<file path="src/rtl/fft_pkg.sv">
// Shared definitions for the in-place radix-2 FFT RAM scheduler.
// Holds the scheduler FSM state encoding and the default geometry constants.
// No ports; imported by fft_addr_gen and fft_ram_sched.
package fft_pkg;

   localparam int DEF_CMD_WIDTH = 4;   // RAM address width, N = 2^CMD_WIDTH points
   localparam int DEF_BF_LAT    = 2;   // external butterfly latency in cycles

   typedef enum logic [2:0] {
      ST_IDLE = 3'd0,
      ST_RD   = 3'd1,
      ST_BF   = 3'd2,
      ST_WR   = 3'd3,
      ST_DONE = 3'd4
   } state_t;

endpackage

</file>
<file path="src/rtl/fft_addr_gen.sv">
// Butterfly address / twiddle generator for a DIT FFT over bit-reversed RAM contents.
// Latency: purely combinational from (s, k). No flow control.
// Ports: s = stage, k = pair index; addra/addrb = top/bottom addresses, tw_idx = twiddle ROM index.
module fft_addr_gen
   import fft_pkg::*;
#(
   parameter int CMD_WIDTH = DEF_CMD_WIDTH,
   localparam int SW       = $clog2(CMD_WIDTH)
) (
   input  logic [SW-1:0]        s,
   input  logic [CMD_WIDTH-2:0] k,
   output logic [CMD_WIDTH-1:0] addra,
   output logic [CMD_WIDTH-1:0] addrb,
   output logic [CMD_WIDTH-2:0] tw_idx
);

   logic [CMD_WIDTH-1:0] span;
   logic [CMD_WIDTH-1:0] mask;
   logic [CMD_WIDTH-1:0] kk;
   logic [SW-1:0]        tw_shift;

   always_comb begin
      span     = CMD_WIDTH'(1) << s;
      mask     = span - CMD_WIDTH'(1);
      kk       = {1'b0, k};
      // Insert a zero at bit position s: group bits move up one place, offset bits stay.
      // Shifting by 1 then by s avoids s+1 overflowing the SW-bit stage width.
      addra    = (((kk >> s) << 1) << s) | (kk & mask);
      // Bit s of addra is always 0, so this add never carries out.
      addrb    = addra + span;
      // s never exceeds CMD_WIDTH-1, so this subtraction cannot underflow.
      tw_shift = SW'(CMD_WIDTH - 1) - s;
      tw_idx   = (k & mask[CMD_WIDTH-2:0]) << tw_shift;
   end

endmodule

</file>
<file path="src/rtl/fft_ram_sched.sv">
// In-place radix-2 DIT FFT RAM scheduler: RD -> BF (BF_LAT cycles) -> WR per butterfly, all stages.
// Latency: CMD_WIDTH * N/2 * (BF_LAT+2) cycles from START acceptance to the DONE pulse; outputs registered.
// Backpressure: none; START is only sampled in IDLE. Optional ABORT input under FFT_RAM_SCHED_ABORT_EN.
// Ports: CLK/RST (async active-high), START in; BUSY, DONE, ENA/ENB, WEA/WEB, ADDRA/ADDRB,
//        TW_IDX, STAGE, BF_IN_VALID out. ABORT in only when FFT_RAM_SCHED_ABORT_EN is defined.
module fft_ram_sched
   import fft_pkg::*;
#(
   parameter int CMD_WIDTH = DEF_CMD_WIDTH,
   parameter int BF_LAT    = DEF_BF_LAT
) (
   input  logic                         CLK,
   input  logic                         RST,
`ifdef FFT_RAM_SCHED_ABORT_EN
   input  logic                         ABORT,
`endif
   input  logic                         START,
   output logic                         BUSY,
   output logic                         DONE,
   output logic                         ENA,
   output logic                         ENB,
   output logic                         WEA,
   output logic                         WEB,
   output logic [CMD_WIDTH-1:0]         ADDRA,
   output logic [CMD_WIDTH-1:0]         ADDRB,
   output logic [CMD_WIDTH-2:0]         TW_IDX,
   output logic [$clog2(CMD_WIDTH)-1:0] STAGE,
   output logic                         BF_IN_VALID
);

   localparam int SW    = $clog2(CMD_WIDTH);
   localparam int KW    = CMD_WIDTH - 1;
   localparam int CNT_W = (BF_LAT > 1) ? $clog2(BF_LAT) : 1;

   localparam logic [KW-1:0]    K_LAST   = {KW{1'b1}};
   localparam logic [SW-1:0]    S_LAST   = SW'(CMD_WIDTH - 1);
   localparam logic [CNT_W-1:0] CNT_INIT = CNT_W'(BF_LAT - 1);

   // control state
   state_t           state_q, state_d;
   logic [KW-1:0]    k_q, k_d;
   logic [SW-1:0]    s_q, s_d;
   logic [CNT_W-1:0] cnt_q, cnt_d;

   // registered outputs
   logic                 busy_q, busy_d;
   logic                 done_q, done_d;
   logic                 en_q, en_d;
   logic                 we_q, we_d;
   logic [CMD_WIDTH-1:0] addra_q, addra_d;
   logic [CMD_WIDTH-1:0] addrb_q, addrb_d;
   logic [KW-1:0]        tw_idx_q, tw_idx_d;
   logic [SW-1:0]        stage_q, stage_d;
   logic                 bf_in_valid_q, bf_in_valid_d;

   logic [CMD_WIDTH-1:0] gen_addra;
   logic [CMD_WIDTH-1:0] gen_addrb;
   logic [KW-1:0]        gen_tw_idx;
   logic                 in_run;

   // Fed from the next-state indices so the registered addresses line up with the
   // state they belong to, and stay constant across RD, BF and WR of one butterfly.
   fft_addr_gen #(
      .CMD_WIDTH (CMD_WIDTH)
   ) u_addr_gen (
      .s      (s_d),
      .k      (k_d),
      .addra  (gen_addra),
      .addrb  (gen_addrb),
      .tw_idx (gen_tw_idx)
   );

   always_comb begin
      state_d = state_q;
      k_d     = k_q;
      s_d     = s_q;
      cnt_d   = cnt_q;

      case (state_q)
         ST_IDLE: begin
            if (START) begin
               state_d = ST_RD;
            end
         end
         ST_RD: begin
            state_d = ST_BF;
            cnt_d   = CNT_INIT;
         end
         ST_BF: begin
            if (cnt_q == '0) begin
               state_d = ST_WR;
            end else begin
               cnt_d = cnt_q - CNT_W'(1);
            end
         end
         ST_WR: begin
            if (k_q == K_LAST) begin
               k_d = '0;
               if (s_q == S_LAST) begin
                  s_d     = '0;
                  state_d = ST_DONE;
               end else begin
                  s_d     = s_q + SW'(1);
                  state_d = ST_RD;
               end
            end else begin
               k_d     = k_q + KW'(1);
               state_d = ST_RD;
            end
         end
         ST_DONE: begin
            state_d = ST_IDLE;
         end
         default: begin
            state_d = ST_IDLE;
         end
      endcase

`ifdef FFT_RAM_SCHED_ABORT_EN
      // Abort only cuts an active run; IDLE and DONE are unaffected.
      if (ABORT && (state_q == ST_RD || state_q == ST_BF || state_q == ST_WR)) begin
         state_d = ST_IDLE;
         k_d     = '0;
         s_d     = '0;
         cnt_d   = '0;
      end
`endif

      in_run        = (state_d == ST_RD) || (state_d == ST_BF) || (state_d == ST_WR);
      busy_d        = in_run;
      done_d        = (state_d == ST_DONE);
      en_d          = (state_d == ST_RD) || (state_d == ST_WR);
      we_d          = (state_d == ST_WR);
      // RAM read data appears the cycle after RD, i.e. the first BF cycle.
      bf_in_valid_d = (state_q == ST_RD) && (state_d == ST_BF);
      addra_d       = in_run ? gen_addra  : '0;
      addrb_d       = in_run ? gen_addrb  : '0;
      tw_idx_d      = in_run ? gen_tw_idx : '0;
      stage_d       = in_run ? s_d        : '0;
   end

   always_ff @(posedge CLK or posedge RST) begin
      if (RST) begin
         state_q       <= ST_IDLE;
         k_q           <= '0;
         s_q           <= '0;
         cnt_q         <= '0;
         busy_q        <= 1'b0;
         done_q        <= 1'b0;
         en_q          <= 1'b0;
         we_q          <= 1'b0;
         addra_q       <= '0;
         addrb_q       <= '0;
         tw_idx_q      <= '0;
         stage_q       <= '0;
         bf_in_valid_q <= 1'b0;
      end else begin
         state_q       <= state_d;
         k_q           <= k_d;
         s_q           <= s_d;
         cnt_q         <= cnt_d;
         busy_q        <= busy_d;
         done_q        <= done_d;
         en_q          <= en_d;
         we_q          <= we_d;
         addra_q       <= addra_d;
         addrb_q       <= addrb_d;
         tw_idx_q      <= tw_idx_d;
         stage_q       <= stage_d;
         bf_in_valid_q <= bf_in_valid_d;
      end
   end

   // Both RAM ports always move together, so one enable / write-enable flop drives each pair.
   assign BUSY        = busy_q;
   assign DONE        = done_q;
   assign ENA         = en_q;
   assign ENB         = en_q;
   assign WEA         = we_q;
   assign WEB         = we_q;
   assign ADDRA       = addra_q;
   assign ADDRB       = addrb_q;
   assign TW_IDX      = tw_idx_q;
   assign STAGE       = stage_q;
   assign BF_IN_VALID = bf_in_valid_q;

endmodule

</file>
<file path="config.mk">
export PLATFORM = sky130hd
export DESIGN_NAME = fft_ram_sched
export DESIGN_NICKNAME = d
export VERILOG_FILES = /design/src/rtl/fft_pkg.sv /design/src/rtl/fft_addr_gen.sv /design/src/rtl/fft_ram_sched.sv
export SDC_FILE = /design/constraint.sdc
export NUM_CORES = 1
export LEC_CHECK = 0
export CAP_MARGIN = 20
export CORE_MARGIN = 5
export CORE_UTILIZATION = 45
export DETAILED_ROUTE_END_ITERATION = 8
export HOLD_SLACK_MARGIN = 0.02
export PLACE_DENSITY = 0.7
export SLEW_MARGIN = 15
export SYNTH_ARGS = -nofsm -noshare
export SYNTH_HDL_FRONTEND = slang
export SYNTH_SLANG_ARGS = --single-unit
</file>
<file path="constraint.sdc">
create_clock -name CLK -period 4.7 [get_ports CLK]
set_clock_uncertainty 0.15 [all_clocks]
set_input_delay 0.94 -clock CLK [delete_from_list [all_inputs] [get_ports CLK]]
set_output_delay 0.94 -clock CLK [all_outputs]
set_load 0.02 [all_outputs]
</file>
==> impl_metrics.env, run 1 <==
export IMPL_top_usage_layer="met2"
export IMPL_post_drt_wl_per_cell_um=13.6
export IMPL_rsz0062_at_grt="no"
export IMPL_ys_seq_area_share_pct=51.8
export IMPL_routed_wl_um=2210
export IMPL_dpl_cell_count=158
export IMPL_path_clk_slew_ns=0.14
export IMPL_ir_worst_vdd_v=0.000414
export IMPL_synth_fp_nets=121
export IMPL_use_met3_pct=3.85
export IMPL_leakagePower_nw=0.712
export IMPL_drtIter0Drc=31
export IMPL_numClockSinks=27
export IMPL_timing_hold_ws_ns=0.355
export IMPL_dieArea_um2=4080
export IMPL_num_antenna_cells=0
export IMPL_end_kind="flip-flop"
export IMPL_crit_chain="ha_1 > ha_1 > nand4b_4 > mux2i_4 > inv_2 > nand3_1 > nand2_1 > ha_1 > a21oi_1 > or3_4 > a21oi_2"
export IMPL_cp_max_fo=7
export IMPL_vias=853
export IMPL_synth_compound_area_share_pct=7.96
export IMPL_cellPowerDensity_nw_per_um2=741
export IMPL_place_congestion=0.792
export IMPL_grt_overflow=0
export IMPL_dr_pass1_iters=4
export IMPL_cts_buffers=3
export IMPL_placementRows=19
export IMPL_period_share_pct=57.5
export IMPL_grt_pass1_wl_um=3910
export IMPL_slowest_delay_ns=0.42
export IMPL_synth_seq_cells=27
export IMPL_tightest_slew_ns=0.936
export IMPL_route_detailed_drc=0
export IMPL_die_w_um=63.9
export IMPL_yosysWarnings=0
export IMPL_synth_xor_area_share_pct=1.34
export IMPL_finalCriticalPeriod_ns=2.70
export IMPL_cp_arrival_ns=2.80
export IMPL_path_class="reg2reg"
export IMPL_hold_viol=0
export IMPL_syn_area_per_cell_um2=11.8
export IMPL_final_antenna_net_count=0
export IMPL_netlist_cell_type_count=38
export IMPL_postCtsHoldBufs=0
export IMPL_critPathSlowestCell="dfrtp_1"
export IMPL_critPathLaunchType="flip-flop"
export IMPL_drv_cap=0
export IMPL_synth_top_family_by_area="simple AND/OR/NAND/NOR gates"
export IMPL_setup_viol=0
export IMPL_dp_hpwl_um=1600
export IMPL_core_um2=2760
export IMPL_critPathRequiredTime_ns=4.80
export IMPL_grt_met2_usage_pct=18.7
export IMPL_final_util_pct=56.4
export IMPL_place_port_buffers=22
export IMPL_antenna_found_initial=0
export IMPL_grt_start_max_net_pins=28
export IMPL_p_total_w=0.00115
export IMPL_clk_insertion_delay_late_ns=0.32
export IMPL_area_delta_synth_final_pct=19.2
export IMPL_fin_cells=163
export IMPL_gr_usage_met1_pct=14.5
export IMPL_maxSlewHeadroom_pct=37.3
export IMPL_cts_htree_levels=1
export IMPL_final_nets=143
export IMPL_ctsResizeCount=0
export IMPL_drive_gt1_share_pct=12.9
export IMPL_fmax_ghz=0.370
export IMPL_cp_common_cell="ha_1"
export IMPL_final_max_slew_viol_count=0
export IMPL_post_cts_setup_buffers=0
export IMPL_die_y_um=63.9
export IMPL_cts_root_buf="clkbuf_4"
export IMPL_grt_pass1_vias=868
export IMPL_yosys_mux_area_fraction_pct=7.09
export IMPL_io_pins=23
export IMPL_vias_per_cell=5.23
export IMPL_synth_cells=111
export IMPL_synth_adder_area_share_pct=7.29
export IMPL_grt_use_total_pct=11.8
export IMPL_start_util_pct=47.3
export IMPL_synth_simple_area_share_pct=17.2
export IMPL_worstHoldPathType="reg2reg"
export IMPL_synth_area_um2=1310
export IMPL_cts_tree="done"
export IMPL_timing_setup_tns_ns=0
export IMPL_status="finished, final reports clean"
export IMPL_clk_path_buf_depth=2
[cell type report]
cell class	count	area, µm²
Inverter	8	30.0
Multi-Input combinational cell	70	537
Clock buffer	4	26.3
Sequential cell	27	676
Tap cell	31	38.8
Timing Repair Buffer	23	248
Fill cell	243	1200
[critical path, delay by kind of cell (launching register included)]
kind | cells | cell delay (ns)
DFF | 1 | 0.42
adders and majority gates | 3 | 0.75
and+or+nand+nor | 4 | 0.66
buffers and inverters | 1 | 0.11
AOI/OAI and AO/OA | 2 | 0.23
muxes | 1 | 0.31
[report_power, final]
part	internal (W)	switching [W]
clock network	0.0000332	0.0000654
registers	0.000332	0.0000750
logic	0.000301	0.000345
[cell usage after synthesis (all sizes together)]
library cell   n  area share (%)
a21oi          7             3.0
a311oi         1            0.67
a32oi          2             1.3
a41oi          1            0.67
and2           1            0.48
buf            5             3.7
clkbuf         1             1.1
conb           1            0.29
dfrtp         27              52
fa             1             1.5
ha             6             5.8
inv            8             2.3
mux2           3             2.9
mux2i          3             4.2
nand2          8             2.3
nand2b         2            0.96
nand3          3             1.2
nand3b         1             1.5
nand4b         1             1.8
nor2          13             3.7
nor2b          1            0.48
nor3           1            0.38
nor3b          2             1.2
nor4b          1            0.67
o211ai         1            0.58
o21a           1            0.58
o21ai          3             1.2
or2            1            0.48
or3            2             1.3
or3b           1            0.67
xnor2          1            0.67
xor2           1            0.67
[sequential cells by signal, indices dropped and copies added (netlist names)]
register,flops
STAGE,2
k_q,3
ADDRA,4
BF_IN_VALID,1
BUSY,1
WEA,1
s_q,2
ADDRB,4
TW_IDX,3
state_q,3
DONE,1
cnt_q,1
ENA,1
[cell usage in the layout, fill, tap and decap left out, types with 3 or more instances in the layout]
cell / synthesis / final
a21oi_1: 6 / 6
clkbuf_4: 0 / 3
clkdlybuf4s50_1: 0 / 22
dfrtp_1: 27 / 27
ha_1: 6 / 6
inv_1: 6 / 5
nand2_1: 8 / 8
nand3_1: 3 / 3
nor2_1: 13 / 13
o21ai_0: 3 / 3
[per-stage QoR]
step | cell area [µm²] | setup WS, ns
global route | 1560 | 1.83
floorplan | 1310 | 2.21
CTS | 1530 | 2.00
detailed placement | 1500 | 2.02
global placement | 1500 | 2.06
finish | 1560 | 2.00
[final timing paths]
path / startpoint / endpoint / slack (ns) / cells after the start
max: k_q[0] / ADDRB[3] / 2.00 / 11
min: cnt_q / WEA / 0.36 / 1
max reg2reg: k_q[0] / ADDRB[3] / 2.00 / 11
min reg2reg: cnt_q / WEA / 0.36 / 1
max in group asynchronous: RST / STAGE[0] / 3.37 / 3
min in group asynchronous: RST / ENA / 0.66 / 2
[cell families (layout without fill, tap and decap cells)]
group	count (synthesis)	count (layout)
compound gates	16	16
xor+xnor	2	2
fa+ha+maj	7	7
buf+inv	14	35
flops	27	27
mux	6	6
other cells	1	1
simple gates	38	38
[routing by layer]
metal	routed length, µm	part of all wire [%]	vias up
met4	16	0.72	0
li1	-	-	413
met2	1120	51	17
met1	967	44	421
met5	0	0	-
met3	110	5.0	2
(Power assumes the default switching activity.)
==> run 2, diff against run 1 <==
==> constraint.sdc (replaced) <==
create_clock -name CLK -period 2.6 [get_ports CLK]
set_clock_uncertainty 0.15 [all_clocks]
set_input_delay 0.52 -clock CLK [delete_from_list [all_inputs] [get_ports CLK]]
set_output_delay 0.52 -clock CLK [all_outputs]
set_load 0.02 [all_outputs]
==> run 2 against run 1 <==
  * Core utilization is 3.2 points higher
  * First-iteration DRC count is 130% higher
  * Cell area is 5.6% higher
  * Maximum frequency is 8.2% higher
  * Sequential power is 74% higher
  * Routed wire length is 6.2% higher
  * Non-clock buffer count is 10 higher
  * Critical path depth stayed put
  * Combinational power is 110% higher
  * Sequential share of layout area is 2.3 points lower
  * Critical endpoint unchanged
  * Largest power group unchanged
==> impl_metrics.env, run 2 (synthesis gave the netlist of run 1 again) <==
export IMPL_status="finished, final reports clean"
export IMPL_critPathSlowestCell="dfrtp_1"
export IMPL_core_um2=2760
export IMPL_cp_max_fo=6
export IMPL_io_pins=23
export IMPL_vias=892
export IMPL_die_y_um=63.9
export IMPL_cellPowerDensity_nw_per_um2=1360
export IMPL_whs_endpoint="WEA"
export IMPL_critPathRequiredTime_ns=2.70
export IMPL_leakagePower_nw=0.753
export IMPL_grt_use_total_pct=12.3
export IMPL_hold_depth=1
export IMPL_numClockSinks=27
export IMPL_grt_pass1_wl_um=4000
export IMPL_rrSetupSlack_ns=0.10
export IMPL_path_clk_slew_ns=0.13
export IMPL_crit_chain="ha_2 > ha_2 > nand4b_4 > mux2i_4 > inv_2 > buf_4 > nor2_2 > ha_4 > a21oi_1 > or3_4 > a21oi_2"
export IMPL_grt_start_max_net_pins=28
export IMPL_end_kind="flip-flop"
export IMPL_hold_viol=0
export IMPL_cts_root_buf="clkbuf_4"
export IMPL_fill_cells=221
export IMPL_dieArea_um2=4080
export IMPL_clk_insertion_delay_late_ns=0.31
export IMPL_cts_tree="done"
export IMPL_place_congestion=0.761
export IMPL_r2r_start="k_q[0]"
export IMPL_setup_viol=0
export IMPL_final_antenna_net_count=0
export IMPL_layout_commonest_cell="dfrtp_1"
export IMPL_critPathLaunchType="flip-flop"
export IMPL_cts_htree_levels=1
export IMPL_worstHoldPathType="reg2reg"
export IMPL_place_port_buffers=22
export IMPL_post_drt_wl_per_cell_um=13.6
export IMPL_fmax_ghz=0.400
export IMPL_timing_hold_ws_ns=0.355
export IMPL_routed_wl_um=2350
export IMPL_dr_pass1_iters=4
export IMPL_drive_gt1_share_pct=23.9
export IMPL_postCtsHoldBufs=0
export IMPL_place_area_um2=1550
export IMPL_reg2reg_depth=11
export IMPL_slowest_delay_ns=0.40
export IMPL_placementRows=19
export IMPL_maxSlewHeadroom_pct=61.0
export IMPL_period_share_pct=96.1
export IMPL_num_antenna_cells=0
export IMPL_start_util_pct=47.3
export IMPL_min_from="cnt_q"
export IMPL_die_w_um=63.9
export IMPL_cp_common_cell="ha_2"
export IMPL_final_nets=153
export IMPL_vias_per_cell=5.16
export IMPL_route_detailed_drc=0
export IMPL_grt_pass1_vias=909
export IMPL_fin_cells=173
export IMPL_antenna_found_initial=0
export IMPL_finalCriticalPeriod_ns=2.50
export IMPL_rr_endpoint="ADDRB[3]"
export IMPL_tightest_slew_ns=0.582
export IMPL_cts_buffers=3
export IMPL_drtIter0Drc=70
export IMPL_clk_path_buf_depth=2
export IMPL_grt_overflow=0
export IMPL_dpl_cell_count=165
export IMPL_drv_cap=0
export IMPL_p_total_w=0.00223
export IMPL_cp_arrival_ns=2.60
export IMPL_fin_area_um2=1640
export IMPL_final_cell_mix="dfrtp_1 (27), clkdlybuf4s50_1 (22), nor2_1 (12)"
export IMPL_ir_worst_vdd_v=0.000827
export IMPL_final_util_pct=59.6
export IMPL_path_class="reg2reg"
export IMPL_area_delta_synth_final_pct=25.9
export IMPL_dp_hpwl_um=1740
export IMPL_final_max_slew_viol_count=0
[run 2: worst max path at each step]
stage / startpoint / to / slack [ns] / depth (start not counted)
global placement: k_q[0] / ADDRB[2] / 0.10 / 9
CTS: k_q[0] / ADDRB[3] / 0.006 / 11
detailed placement: k_q[0] / ADDRB[3] / 0.008 / 11
global route: k_q[1] / ADDRB[3] / -0.008 / 11
finish: k_q[0] / ADDRB[3] / 0.10 / 11
floorplan: k_q[0] / ADDRB[3] / 0.11 / 11
[run 2: layer usage]
| layer | global-route usage [%] | up-vias | share of wire, % |
|---|---|---|---|
| li1 | - | 433 | - |
| met1 | 13.0 | 438 | 38 |
| met2 | 22.7 | 19 | 55 |
| met3 | 2.98 | 2 | 6.0 |
| met4 | 5.45 | 0 | 0.68 |
| met5 | 0 | - | 0 |
[run 2: worst max-delay path: cells and delay by family (launching register included)]
kind,cells,cell delay [ns]
fa+ha+maj,3,0.53
flops,1,0.40
mux,1,0.32
buf+inv,2,0.23
simple gates,3,0.60
compound gates,2,0.20
[run 2: metrics by stage]
stage | setup TNS [ns] | setup WS, ns
final | 0 | 0.101
after floorplan | 0 | 0.113
after global placement | 0 | 0.102
after CTS | 0 | 0.00597
after detailed placement | 0 | 0.00778
after global routing | -0.00844 | -0.00844
[run 2: repair_timing]
| item | 4_1_cts | 5_1_grt |
|---|---|---|
| setup buffers | 1 | 3 |
| cloned | 0 | 0 |
| endpoints found under the setup margin | 1 | 2 |
| gates resized for setup | 0 | 7 |
[run 2: report_power, final]
| group | internal (W) | total, W | leakage [nW] | switching (W) |
|---|---|---|---|---|
| combinational | 0.000645 | 0.00135 | 0.401 | 0.000708 |
| clock | 0.0000599 | 0.000172 | 0.0150 | 0.000112 |
| sequential | 0.000600 | 0.000707 | 0.337 | 0.000107 |
| total | 0.00131 | 0.00223 | 0.753 | 0.000927 |
[run 2: area by class of cell]
cell class                 count  area (µm²)  area share [%]
sequential                    27         676            41.1
tap                           31        38.8            2.36
clock buffer                   4        26.3            1.60
timing repair buffer          33         303            18.4
inverter                       8        30.0            1.83
multi-input combinational     70         569            34.7
==> run 3, diff against run 2 <==
--- a/config.mk
+++ b/config.mk
@@ -5,7 +5,7 @@
 export SDC_FILE = /design/constraint.sdc
 export NUM_CORES = 1
 export LEC_CHECK = 0
-export CAP_MARGIN = 20
+export ABC_CLOCK_PERIOD_IN_PS = 2600
 export CORE_MARGIN = 5
 export CORE_UTILIZATION = 45
 export DETAILED_ROUTE_END_ITERATION = 8
==> results of run 3 <==
The final DEF is identical to that of run 2; final timing and power are the same.
